[config.mk]
export PLATFORM = sky130hd
export DESIGN_NAME = jtcop_mapsel_decoder
export DESIGN_NICKNAME = d
export VERILOG_FILES = /design/src/rtl/jtcop_mapsel_decoder.sv
export SDC_FILE = /design/constraint.sdc
export NUM_CORES = 1
export LEC_CHECK = 0
export ABC_AREA = 1
export CAP_MARGIN = 20
export CORE_MARGIN = 3
export CORE_UTILIZATION = 40
export CTS_CLUSTER_SIZE = 10
export DETAILED_ROUTE_END_ITERATION = 12
export PLACE_DENSITY = 0.58
export SYNTH_ARGS = -nofsm -noshare
export SYNTH_HDL_FRONTEND = slang
export SYNTH_SLANG_ARGS = --single-unit
export TNS_END_PERCENT = 50
[constraint.sdc]
create_clock -name clk -period 5.2 [get_ports clk]
set_input_delay 1.04 -clock clk [delete_from_list [all_inputs] [get_ports clk]]
set_output_delay 1.04 -clock clk [all_outputs]
set_load 0.1 [all_outputs]
[src/rtl/jtcop_mapsel_decoder.sv]
// jtcop_mapsel_decoder
// Tile-map bank decoder with a hidden "map select" counter and a runtime-loaded
// lookup table that maps each (slot, mapsel) pair to one of NCS chip selects.
// The CPU advances the counter by reading UP_SLOT and resets it by writing
// CLR_SLOT. Optionally, the counter also clears at the start of vertical blank.

module jtcop_mapsel_decoder #(
  parameter int              SW        = 3,
  parameter int              MW        = 2,
  parameter int              NCS       = 6,
  parameter int              UP_SLOT   = 2,
  parameter int              CLR_SLOT  = 5,
  parameter int              WRAP      = 1,
  parameter int              AUTOCLR   = 0,
  parameter logic [NCS-1:0]  DISP_MASK = {NCS{1'b1}},
  localparam int             CW        = $clog2(NCS+1)
)(
  input  logic             clk,
  input  logic             rst,
  input  logic             i_win_cs,
  input  logic [SW-1:0]    i_slot,
  input  logic             i_RnW,
  input  logic             i_LVBL,
  input  logic             i_cfg_we,
  input  logic [SW+MW-1:0] i_cfg_addr,
  input  logic [CW-1:0]    i_cfg_din,
  output logic [CW-1:0]    o_cfg_dout,
  output logic [NCS-1:0]   o_cs,
  output logic             o_disp_cs,
  output logic [MW-1:0]    o_mapsel
);

  localparam int             DEPTH  = 1 << (SW + MW);
  localparam logic [MW-1:0]  MS_MAX = '1;

  logic [CW-1:0]  r_table [DEPTH];
  logic [MW-1:0]  r_mapsel;
  logic           r_up_l;
  logic           r_clr_l;
  logic           r_lvbl_l;

  logic           w_up;
  logic           w_clr;
  logic           w_up_edge;
  logic           w_clr_edge;
  logic           w_auto_edge;
  logic [MW-1:0]  w_mapsel_nxt;
  logic           w_hit;
  logic [CW-1:0]  w_code;
  logic [NCS-1:0] w_cs;

  // Special-slot accesses and their rising edges
  assign w_up        = i_win_cs & (i_slot == SW'(UP_SLOT))  &  i_RnW;
  assign w_clr       = i_win_cs & (i_slot == SW'(CLR_SLOT)) & ~i_RnW;
  assign w_up_edge   = w_up  & ~r_up_l;
  assign w_clr_edge  = w_clr & ~r_clr_l;
  assign w_auto_edge = (AUTOCLR != 0) & ~i_LVBL & r_lvbl_l;

  // Lookup table: cleared only by reset, one entry written per clock
  always_ff @(posedge clk, posedge rst) begin
    if (rst) begin
      for (int i = 0; i < DEPTH; i++) r_table[i] <= '0;
    end else if (i_cfg_we) begin
      r_table[i_cfg_addr] <= i_cfg_din;
    end
  end

  // Edge-detect history for the count-up, clear and vertical-blank strobes
  always_ff @(posedge clk, posedge rst) begin
    if (rst) begin
      r_up_l   <= 1'b0;
      r_clr_l  <= 1'b0;
      r_lvbl_l <= 1'b0;
    end else begin
      r_up_l   <= w_up;
      r_clr_l  <= w_clr;
      r_lvbl_l <= i_LVBL;
    end
  end

  // Next counter value: any clear source beats an increment in the same cycle
  always_comb begin
    w_mapsel_nxt = r_mapsel;
    if (w_clr_edge || w_auto_edge) begin
      w_mapsel_nxt = '0;
    end else if (w_up_edge) begin
      if (r_mapsel == MS_MAX) w_mapsel_nxt = (WRAP != 0) ? '0 : MS_MAX;
      else                    w_mapsel_nxt = r_mapsel + 1'b1;
    end
  end

  // Map select counter register
  always_ff @(posedge clk, posedge rst) begin
    if (rst) r_mapsel <= '0;
    else     r_mapsel <= w_mapsel_nxt;
  end

  // Chip-select decode; the counter slots never select a chip
  assign w_hit  = i_win_cs & (i_slot != SW'(UP_SLOT)) & (i_slot != SW'(CLR_SLOT));
  assign w_code = r_table[{i_slot, r_mapsel}];

  // One-hot decode of the table code, out-of-range codes select nothing
  always_comb begin
    w_cs = '0;
    if (w_hit) begin
      for (int k = 0; k < NCS; k++) begin
        if (w_code == CW'(k + 1)) w_cs[k] = 1'b1;
      end
    end
  end

  assign o_cs       = w_cs;
  assign o_disp_cs  = |(w_cs & DISP_MASK);
  assign o_mapsel   = r_mapsel;
  assign o_cfg_dout = r_table[i_cfg_addr];

endmodule

==> impl_results.md <==
- Worst-path fanout max: 15
- Final-report setup violation count: 0
- Clock root buffer master: clkbuf_16
- Dpl cells: 982
- Max incr delay on CP: 740 ps
- Top cell type's share of synthesized area: 0.437
- Cell variety after synth: 23
- WL per Instance: 18.0 µm
- Maximum clock path buffer count: 2
- Initial antenna violation count: 0
- DRC violation count after routing: 1
- Critical Path Most Common Cell: nand2_1
- Syn_nets: 814
- Core Util, Final: 0.470
- Total gr overflow: 0
- Post-Layout Cell Count: 1000
- Routed Antenna Nets: 0
- Iter 0 DRT Violations: 521
- Dpl hpwl: 12.1 mm
- Leak pwr: 3.09 nW
- Total iterations of the first detailed-routing run: 9
- Die height: 126 µm
- ANT cells: 0
- Required time of the critical path: 4160 ps
- Via density: 5.54
- Post-synthesis sequential area ratio: 0.437
- Yosys warnings: 0
- Post-CTS setup buffer count: 0
- H-tree lvl count: 3
- Hold Path Class: reg2reg
- Core area: 13900 µm²
- Netlist Area Pre-Place: 5730 µm²
- Arr. time, crit path: 3530 ps
- Port Buffers: 27
- Synth async-reset ratio: 1.00
- CP Launch Type: input pin
- Post-synth top area cell: dfrtp_1
- Clock Sinks: 100
- Maximum vdd drop: 0.000187 V
- Area contributors post-synth: dfrtp_1 (44%), nand2_1 (19%), o21ai_0 (8.3%)
- Met3 Use GR: 0.0407
- CTS tree: done
- Grt met1 use: 0.327
- Pins Over Slew Limit: 0
- Largest net degree at the start of global routing: 69
- Max Cap Viol: 0
- Status: finished with violations
- Vias in the first global route: 5473
- Worst Clk Skew: 0.676 ps
- Top cells by count, synth: nand2_1 (296), dfrtp_1 (100), o21ai_0 (95), inv_1 (81), nand3_1 (63)
- RSZ-0062 raised after global routing: false
- CP max-delay cell: nor2_1
- Via Count: 5541
- FP Rows: 43
- Global Route met2 Usage: 0.359
- Worst-path clk slew: 80 ps
- Failing checks: design-rule violations
- GP Congestion: 0.920
- Avg Synthesized Cell Area: 7.19 µm²
- Die area: 15800 µm²
- Final net count: 833
- Initial Utilization: 0.411
- Final worst path period share: 0.879
- EDFF count, synth: 0
- WHS: 491 ps
- Cells after Synth: 796
- Top Ports: 29
- Fmax: 219 MHz
- # fillers: 1383
- Post-synthesis register bit count: 100
- DIE WIDTH: 126 µm
- GRT Total Usage: 0.234
- Main synth FF type: dfrtp_1
- Fraction of layout cells with a size suffix above 1: 0.0732
- Worst slew margin: 0.313
- Hold_buf cts: 0
- Busiest layer in global routing: met2
- Crit-path cells: clkdlybuf4s50_1 > nor2_1 > buf_4 > a22oi_1 > o221ai_1 > nand2_1 > nand2_1 > nor2_1 > nand2_1 > buf_12
- Setup TNS: 0 ps
- Clock Latency Late Sink: 360 ps
- First-pass GRT wire length: 29.2 mm
- CTS Buf Count: 9
- Worst Tran Pin Value: 1030 ps
- Final min period: 4570 ps
- Power per cell area: 392 nW/µm²
- Hold Violations, Final: 0
- Post-Route WL: 18.0 mm
- Most common cell in the netlist: nand2_1
- PostCTS Resize Cnt: 0
- CP Class: in2out
- Area Overhead vs Synth: 14.5%
- Crit. End Element: output port
[sequential cells by signal (all words and copies together), names as in the netlist]
| signal | count |
|---|---|
| r_clr_l | 1 |
| r_table | 96 |
| o_mapsel | 2 |
| r_up_l | 1 |
[stage by stage]
step	worst slack [ps]	cell area (µm²)	total power, mW
global route	547	6560	2.73
CTS	713	6510	2.57
global placement	782	6190	1.87
floorplan	778	5730	1.64
detailed placement	737	6220	1.90
finish	631	6560	2.57
[cells in the final DEF, fill, tap and decap left out, drive strengths merged]
master / Yosys / routed
nor2: 38 / 38
nand2: 296 / 296
clkbuf: 19 / 11
nor4: 4 / 4
a22oi: 24 / 24
a21oi: 8 / 8
nand3: 63 / 63
o211ai: 8 / 8
ha: 1 / 1
bufinv: 1 / 1
buf: 14 / 24
nor3: 12 / 12
dfrtp: 100 / 100
o21ai: 103 / 103
o221ai: 18 / 18
inv: 87 / 92
clkdlybuf4s50: 0 / 17
[power breakdown]
group          internal (mW)  leakage, nW  total (mW)  switching, mW
Clock                  0.350        0.145       0.672          0.322
Combinational          0.269         1.66       0.865          0.596
Sequential             0.925         1.28        1.03          0.108
Total                   1.54         3.09        2.57           1.03
[kinds of logic after synthesis]
logic type	after synthesis	synth area share
buffers and inverters	121	0.0850
DFF	100	0.437
AOI/OAI and AO/OA	161	0.167
and+or+nand+nor	413	0.309
adders and majority gates	1	0.00218
[critical path, delay by kind of cell]
family / cells / cell delay [ps]
simple gates: 5 / 1130
buf+inv: 3 / 1130
compound gates: 2 / 220
[worst paths after layout]
| kind | slack, ps | start | end | cells past startpoint |
|---|---|---|---|---|
| hold reg to reg | 490 | r_table[29] | r_table[29] | 2 |
| min in group asynchronous | 1190 | rst | r_table[41] | 2 |
| setup reg to reg | 3690 | o_mapsel[0] | o_mapsel[0] | 5 |
| hold / removal | 490 | r_table[29] | r_table[29] | 2 |
| max in group asynchronous | 3100 | rst | r_table[92] | 3 |
| setup / recovery | 630 | i_cfg_addr[1] | o_cfg_dout[1] | 10 |
[final cells by class]
class | count | area, µm² | area share
clock buffer | 11 | 243 | 0.0370
clock inverter | 5 | 48.8 | 0.00744
inverter | 88 | 347 | 0.0529
multi-input combinational | 575 | 2740 | 0.418
sequential | 100 | 2500 | 0.382
tap | 180 | 225 | 0.0344
timing repair buffer | 41 | 448 | 0.0683
[per-layer routing]
layer | wire [µm] | share of wire
met1 | 8100 | 0.45
met2 | 8130 | 0.45
met3 | 1190 | 0.066
met4 | 607 | 0.034
met5 | 0 | 0
Power figures use the tool's default switching activity.
